[config.mk]
export PLATFORM = sky130hd
export DESIGN_NAME = branch_predict_unit
export DESIGN_NICKNAME = d
export VERILOG_FILES = /design/src/rtl/branch_predict_unit.sv
export SDC_FILE = /design/constraint.sdc
export NUM_CORES = 1
export LEC_CHECK = 0
export ABC_AREA = 0
export CAP_MARGIN = 10
export CORE_ASPECT_RATIO = 1.75
export CORE_MARGIN = 2
export CORE_UTILIZATION = 46
export DETAILED_ROUTE_END_ITERATION = 8
export HOLD_SLACK_MARGIN = 0.03
export PLACE_DENSITY = 0.81
export SLEW_MARGIN = 5
export SYNTH_ARGS = -nofsm -noshare
export SYNTH_HDL_FRONTEND = slang
export SYNTH_HIERARCHICAL = 1
export SYNTH_SLANG_ARGS = --single-unit
[constraint.sdc]
create_clock -name clk_i -period 2.4 [get_ports clk_i]
set_input_delay 0.6 -clock clk_i [delete_from_list [all_inputs] [get_ports clk_i]]
set_output_delay 0.6 -clock clk_i [all_outputs]
set_load 0.01 [all_outputs]
[src/rtl/branch_predict_unit.sv]
// Branch resolution plus a BHT of 2-bit saturating counters for IF prediction.
// Raises a registered one-cycle mispredict pulse and keeps saturating branch/miss counts.

module bpu_bht_ctr #(
    parameter logic [1:0] INIT = 2'd1
) (
    input  logic       clk_i,
    input  logic       rst_i,
    input  logic       upd_i,
    input  logic       taken_i,
    output logic [1:0] ctr_o
);
    logic [1:0] ctr_q, ctr_d;

    always_comb begin
        ctr_d = ctr_q;
        if (upd_i) begin
            if (taken_i && (ctr_q != 2'd3))
                ctr_d = ctr_q + 2'd1;
            else if (!taken_i && (ctr_q != 2'd0))
                ctr_d = ctr_q - 2'd1;
        end
    end

    always_ff @(posedge clk_i or posedge rst_i) begin
        if (rst_i) ctr_q <= INIT;
        else       ctr_q <= ctr_d;
    end

    assign ctr_o = ctr_q;
endmodule

module branch_predict_unit #(
    parameter int DATA_W      = 32,
    parameter int ADDR_W      = 32,
    parameter int BHT_ENTRIES = 16,
    parameter int CNT_INIT    = 1,
    parameter int STAT_W      = 16
) (
    input  logic              clk_i,
    input  logic              rst_i,
    input  logic [ADDR_W-1:0] pred_pc_i,
    output logic              pred_taken_o,
    input  logic              res_valid_i,
    input  logic [ADDR_W-1:0] res_pc_i,
    input  logic [2:0]        BranchType_i,
    input  logic              zero_i,
    input  logic [DATA_W-1:0] result_i,
    input  logic              pred_taken_i,
    output logic              res_taken_o,
    output logic              mispredict_o,
    output logic [STAT_W-1:0] br_count_o,
    output logic [STAT_W-1:0] miss_count_o
);
    localparam int         IDX_W = $clog2(BHT_ENTRIES);
    localparam logic [1:0] INIT2 = 2'(CNT_INIT);

    logic [BHT_ENTRIES-1:0][1:0] bht;
    logic [IDX_W-1:0]            pred_idx, res_idx;
    logic                        taken, accept;
    logic                        res_neg, res_zero;
    logic                        res_taken_q, res_taken_d;
    logic                        mispred_q, mispred_d;
    logic [STAT_W-1:0]           br_cnt_q, br_cnt_d;
    logic [STAT_W-1:0]           miss_cnt_q, miss_cnt_d;
    logic                        unused_pc;

    // Word-aligned PCs: the low two bits never select an entry.
    assign pred_idx  = pred_pc_i[IDX_W+1:2];
    assign res_idx   = res_pc_i[IDX_W+1:2];
    assign unused_pc = ^{pred_pc_i, res_pc_i};

    // No bypass: a same-cycle update shows up at IF one cycle later.
    assign pred_taken_o = bht[pred_idx][1];

    assign res_neg  = result_i[DATA_W-1];
    assign res_zero = (result_i == '0);

    always_comb begin
        taken = 1'b0;
        unique case (BranchType_i)
            3'd0: taken = zero_i;
            3'd1: taken = !zero_i;
            3'd2: taken = res_neg || res_zero;
            3'd3: taken = res_neg;
            3'd4: taken = !res_neg;
            3'd5: taken = !res_neg && !res_zero;
            3'd6: taken = 1'b1;
            3'd7: taken = 1'b0;
        endcase
    end

    // The branch arriving during a flush pulse is on the wrong path.
    assign accept = res_valid_i && !mispred_q;

    for (genvar i = 0; i < BHT_ENTRIES; i++) begin : g_bht
        bpu_bht_ctr #(.INIT(INIT2)) u_ctr (
            .clk_i   (clk_i),
            .rst_i   (rst_i),
            .upd_i   (accept && (res_idx == IDX_W'(i))),
            .taken_i (taken),
            .ctr_o   (bht[i])
        );
    end

    always_comb begin
        res_taken_d = 1'b0;
        mispred_d   = 1'b0;
        br_cnt_d    = br_cnt_q;
        miss_cnt_d  = miss_cnt_q;
        if (accept) begin
            res_taken_d = taken;
            mispred_d   = (taken != pred_taken_i);
            if (br_cnt_q != '1)
                br_cnt_d = br_cnt_q + 1'b1;
            if (mispred_d && (miss_cnt_q != '1))
                miss_cnt_d = miss_cnt_q + 1'b1;
        end
    end

    always_ff @(posedge clk_i or posedge rst_i) begin
        if (rst_i) begin
            res_taken_q <= 1'b0;
            mispred_q   <= 1'b0;
            br_cnt_q    <= '0;
            miss_cnt_q  <= '0;
        end else begin
            res_taken_q <= res_taken_d;
            mispred_q   <= mispred_d;
            br_cnt_q    <= br_cnt_d;
            miss_cnt_q  <= miss_cnt_d;
        end
    end

    assign res_taken_o  = res_taken_q;
    assign mispredict_o = mispred_q;
    assign br_count_o   = br_cnt_q;
    assign miss_count_o = miss_cnt_q;
endmodule

Yosys cells after proc, flatten, opt, wreduce, memory -nomap -nowiden. Index checks and enable logic that the tools add are counted.

Word-level logic and storage cells: 243. Bits in registers: 66. Output and inout bits: 35.

Add/subtract/negate cells: 34. Reduce and logical (&&, ||, !) cells: 110. Equality and inequality tests: 41. $lt $le $gt $ge: 1. Multiplexer cells: 37.

Operators by type and width (number): $mux 2 (33); $reduce_bool 2->1 (32); $logic_and 1x1->1 (51); $reduce_and 2->1 (18); $add 16x1->16 const B (2); $add 2x1->2 const B (16); $eq 4x4->1 const B (8); $logic_not 32->1 (1); $ne 16x16->1 const B (2); $ne 2x2->1 const B (16); $sub 2x1->2 const B (16); $eq 4x3->1 const B (4); $eq 3x3->1 const B (4); $bmux 2 s4 (1); $eq 4x2->1 const B (2); $pmux 1 s8 (1); $eq 3x2->1 const B (2); $logic_not 1->1 (5); $lt 4x5->1 const B (1); $eq 4x1->1 const B (1); $logic_not 4->1 (1); $eq 3x1->1 const B (1); $logic_not 3->1 (1); $mux 1 (2); other kinds (2) (2).

Depth between registers and ports, before layout.
Word-level depth: 8. Gate-level depth with buffers: 8.

Modules after synthesis. The synthesis kept the hierarchy.

By module, submodules not included: branch_predict_unit (area each 2011.9 um^2, sequential area each 850.8 um^2, instances 1, cells an instance 204); bpu_bht_ctr (area each 117.6 um^2, sequential area each 51.3 um^2, instances 16, cells an instance 12).

Worst setup path after synthesis. No wires, ideal clock.

Kind: in2reg. Start: in result_i[25]. End: reg g_bht[0].u_ctr.ctr_q[0]. Buffers on the path: 1. Stages: 8. Arrival time: 3.167 ns. Slack: -0.844 ns. Cells stage by stage: nor4_1 -> nand4_1 -> or4b_4 -> and3_1 -> clkbuf_1 -> inv_1 -> mux2i_1 -> o211ai_2.

Word-level cells in the longest chain between the ends: 8. Elaborated cells on any way between the ends: 11.

Ends and longest elaborated chain: from (decl) (line 48) `input logic [DATA_W-1:0] result_i,`; $logic_not 32->1 (*) (line 77) `assign res_zero = (result_i == '0);`; $logic_not 1->1 (line 87) `3'd5: taken = !res_neg && !res_zero;`; $logic_and 1x1->1 (line 87); $pmux 1 s8 (*) (line 81) `unique case (BranchType_i)`; named net taken (line 60) `logic taken, accept;`; $logic_not 1->1 (line 20) `else if (!taken_i && (ctr_q != 2'd0))`; $logic_and 1x1->1 (line 20); $reduce_bool 2->1 (no source line); $reduce_and 2->1 (no source line); to (signal assigned) (line 27) `else ctr_q <= ctr_d;`; to (decl) (line 13) `logic [1:0] ctr_q, ctr_d;`.

The timed path passes the listed nets; every way through them passes the cells marked *. A chain may end at the register's enable or synchronous reset.

Worst setup path in the final report.
Start: reg g_bht[3].u_ctr.ctr_q[1]. End: out pred_taken_o.

Word-level cells in the longest chain between the ends: 2.

Ends and longest elaborated chain: from (decl) (line 13); from (signal assigned) (line 27); $bmux 2 s4 (line 74) `assign pred_taken_o = bht[pred_idx][1];`; $mux 2 (implied by the code) (line 74); to (decl) (line 43) `output logic pred_taken_o,`.

Every way passes these cells. The select of a mux whose other input is x is not followed.

==> flow_summary_export.csv <==
group,metric,value,unit
status,outcome,"finished with violations",
status,violations,"negative setup slack",
global_routing,grt_antenna_before_repair,0,
floorplan,start_util,0.472,
power,powerDensity,604,nW/um2
setup_path,crit_type,"register to output pin",
timing,finalMaxSlewViolations,0,
synthesis,yosysWarnings,6,
floorplan,die_h,126,um
routing,dr.pass1.iters,4,
placement,place.gp.congestion,0.866,
power,peakVddDrop,0.570,mV
clock_tree,h-tree-depth,3,
timing,finClkSkew,0.00507,ns
worst_hold_path,hold_path.class,"register to register",
placement,io_buffers,82,
routing,drc_errors,0,
placement,postPlaceCellArea,5110,um2
floorplan,row_count,44,
synthesis,synth_top_area_cell,"dfrtp_1",
global_routing,grt_pass1_vias,3479,
timing,setup_slack,-0.0327,ns
clock_tree,cts_root_buf,"clkbuf_16",
global_routing,track_usage,0.210,
routing,dr.first_iter.drc_count,163,
setup_path,critPathSlowestCell,"mux4_2",
setup_path,regToRegStartpoint,"miss_count_o[0]$_DFFE_PP0P_",
clock_tree,numClockSinks,66,
synthesis,syn_nets,502,
final_layout,diodes,0,
floorplan,die_w,73.6,um
synthesis,ys_types,41,
global_routing,grt_pass1_wl,15.3,mm
placement,dp_hpwl,7.19,mm
synthesis,syn_avg_cell_area,9.83,um2
floorplan,pin_count,139,
power,power.leakage,2.75,nW
job,cap_violations,0,
setup_path,cp.buffers_inverters,1,
timing,fin_crit_sh,1.01,
synthesis,synth_top_area_share,0.321,
final_layout,post-route-util,0.685,
global_routing,grt_max_degree,34,
final_layout,fin_nets,631,
routing,vias_per_cell,5.57,
floorplan,coreArea,8260,um2
setup_path,endpoint_kind,"output pin",
clock_tree,clk_latency,0.33,ns
routing,via_count,3465,
clock_tree,cts_tree,"done",
final_layout,areaGrowthSynthToFinish,45.4,%
setup_path,crit_fanout,2,
timing,period_minus_slack,2.43,ns
clock_tree,holdBufCountCts,0,
timing,finalHoldViolCount,0,
synthesis,synth_area_leaders,"dfrtp_1 32%, dfstp_2 11%, o211ai_2 5.1%, inv_1 5.0%, mux2i_1 4.9%",
timing,finalSetupViolCount,1,
synthesis,synth_cells,396,
final_layout,drive_above_1_share,0.291,
clock_tree,clk_pin_slew_worst_paths,0.06,ns
synthesis,seq_area_frac_synth,0.429,
timing,rsz0062_at_grt,"yes",
setup_path,worstSetupStartpoint,"g_bht[3].u_ctr/ctr_o[1]$_DFFE_PP0P_",
routing,antenna_left,0,
setup_path,crit_family,"multiplexers",
synthesis,syn_area,3890,um2
worst_hold_path,min_from,"br_count_o[12]$_DFFE_PP0P_",
setup_path,crit_top_cell,"mux4_2",
timing,worst_pin_slew,0.372,ns
timing,max_freq,0.411,GHz
setup_path,cp.arrival,1.83,ns
setup_path,cp-start-kind,"register",
final_layout,final_design_area_no_fill,5660,um2
routing,drt-total-wl,10.3,mm
timing,slew_headroom,0.751,
setup_path,cp_cell_sequence,"mux4_2, mux4_2, buf_6",
synthesis,synth-seq-cells,66,
routing,routedWlPerCell,16.6,um
clock_tree,cts_made_buffers,9,
floorplan,die_area,9250,um2
setup_path,critical_path.max_stage_delay,0.48,ns
global_routing,grt-ovfl-total,0,
clock_tree,cts-root-to-sink-buffers,2,
setup_path,worst-endpoint-required,1.80,ns
-- cell usage after synthesis --
master,instances
nor2b_1,18
mux2i_1,19
mux4_2,5
a211oi_1,1
nand3_1,11
buf_1,1
mux2_2,2
a21boi_1,3
buf_2,1
or3_1,1
or4b_4,1
nor2_1,20
a211oi_2,2
xnor2_1,12
a21oi_1,22
buf_6,1
a311o_1,1
nor3b_1,1
and3_1,8
ha_1,2
nand2b_1,3
nand2_1,18
nand4b_1,1
nand3b_1,16
and4_1,3
nor4_1,8
o31a_1,1
xor2_1,19
or2b_1,16
dfrtp_1,50
o21ai_0,3
nor3_1,6
o211ai_1,2
o21a_1,1
clkbuf_1,2
nand4_1,13
and2_1,2
o22ai_1,16
dfstp_2,16
o211ai_2,16
inv_1,52
-- cells in the final DEF, fill, tap and decap left out, drive strengths merged, types with 18 or more instances in the layout --
cell type / Yosys / layout
buf: 3 / 58
nor2b: 18 / 18
nand2: 18 / 18
a21oi: 22 / 22
nor2: 20 / 20
o211ai: 18 / 18
clkdlybuf4s50: 0 / 46
xor2: 19 / 19
clkbuf: 2 / 21
inv: 52 / 51
mux2i: 19 / 19
dfrtp: 50 / 50
-- where the power goes --
group,internal (mW),switching (mW),total (mW)
clock network,0.756,0.484,1.24
logic,0.462,0.359,0.821
registers,1.22,0.132,1.36
total,2.44,0.975,3.42
-- logic make-up (layout without fill, tap and decap cells) --
| kind of cell | after synthesis | after routing | synth area share |
|---|---|---|---|
| adder cells (fa/ha/maj) | 2 | 2 | 0.00643 |
| flip-flops | 66 | 66 | 0.429 |
| AO/OA/AOI/OAI | 68 | 68 | 0.134 |
| AND/OR/NAND/NOR | 146 | 146 | 0.220 |
| multiplexers | 26 | 26 | 0.0835 |
| XOR/XNOR | 31 | 31 | 0.0697 |
| buffers and inverters | 57 | 191 | 0.0572 |
-- flip-flops by register name, indices dropped and copies added (netlist names) --
name and flops:
miss_count_o 16, res_taken_o 1, mispredict_o 1, g_bht.u_ctr/ctr_o 32, br_count_o 16
-- final timing paths --
check	endpoint	slack, ns	depth (start not counted)
setup / recovery	pred_taken_o	-0.03	3
hold / removal	br_count_o[12]$_DFFE_PP0P_	0.50	1
setup reg to reg	miss_count_o[12]$_DFFE_PP0P_	0.21	8
hold reg to reg	br_count_o[12]$_DFFE_PP0P_	0.50	1
max in group asynchronous	br_count_o[1]$_DFFE_PP0P_	1.37	3
min in group asynchronous	miss_count_o[4]$_DFFE_PP0P_	0.66	3
-- routing by layer --
layer  GRT usage  share of wire  vias to the layer above  wire [um]
met3      0.0400          0.048                       26        491
met1       0.227           0.38                     1686       3900
met4      0.0930          0.039                        0        403
li1            -              -                     1649          -
met5           0              0                        -          0
met2       0.380           0.53                      104       5510
-- layout make-up --
type,count,area (um2)
well taps,92,115
clock inverters,5,38.8
fillers,598,2600
clock buffers,11,253
multi-input cells,273,2170
repair buffers,123,1210
flip-flops and latches,66,1670
inverters,52,199
-- timing repair --
item,4_1_cts,5_1_grt
cloned,0,8
buffers inserted,1,2
setup endpoints to repair,49,45
pin swaps,14,21
resized for setup,108,42
-- metrics by stage --
step / TNS, ns / hold WS, ns / cells / worst slack, ns / power, mW
after floorplan: -9.57 / 0.340 / 396 / -0.323 / 1.69
after global placement: -22.39 / 0.478 / 595 / -0.893 / 2.07
after detailed placement: -24.77 / 0.485 / 595 / -0.909 / 2.10
after CTS: -0.0310 / 0.498 / 612 / -0.0310 / 3.34
after global routing: -1.01 / 0.506 / 622 / -0.0761 / 3.58
final: -0.0327 / 0.496 / 622 / -0.0327 / 3.42
Power figures use the tool's default switching activity.
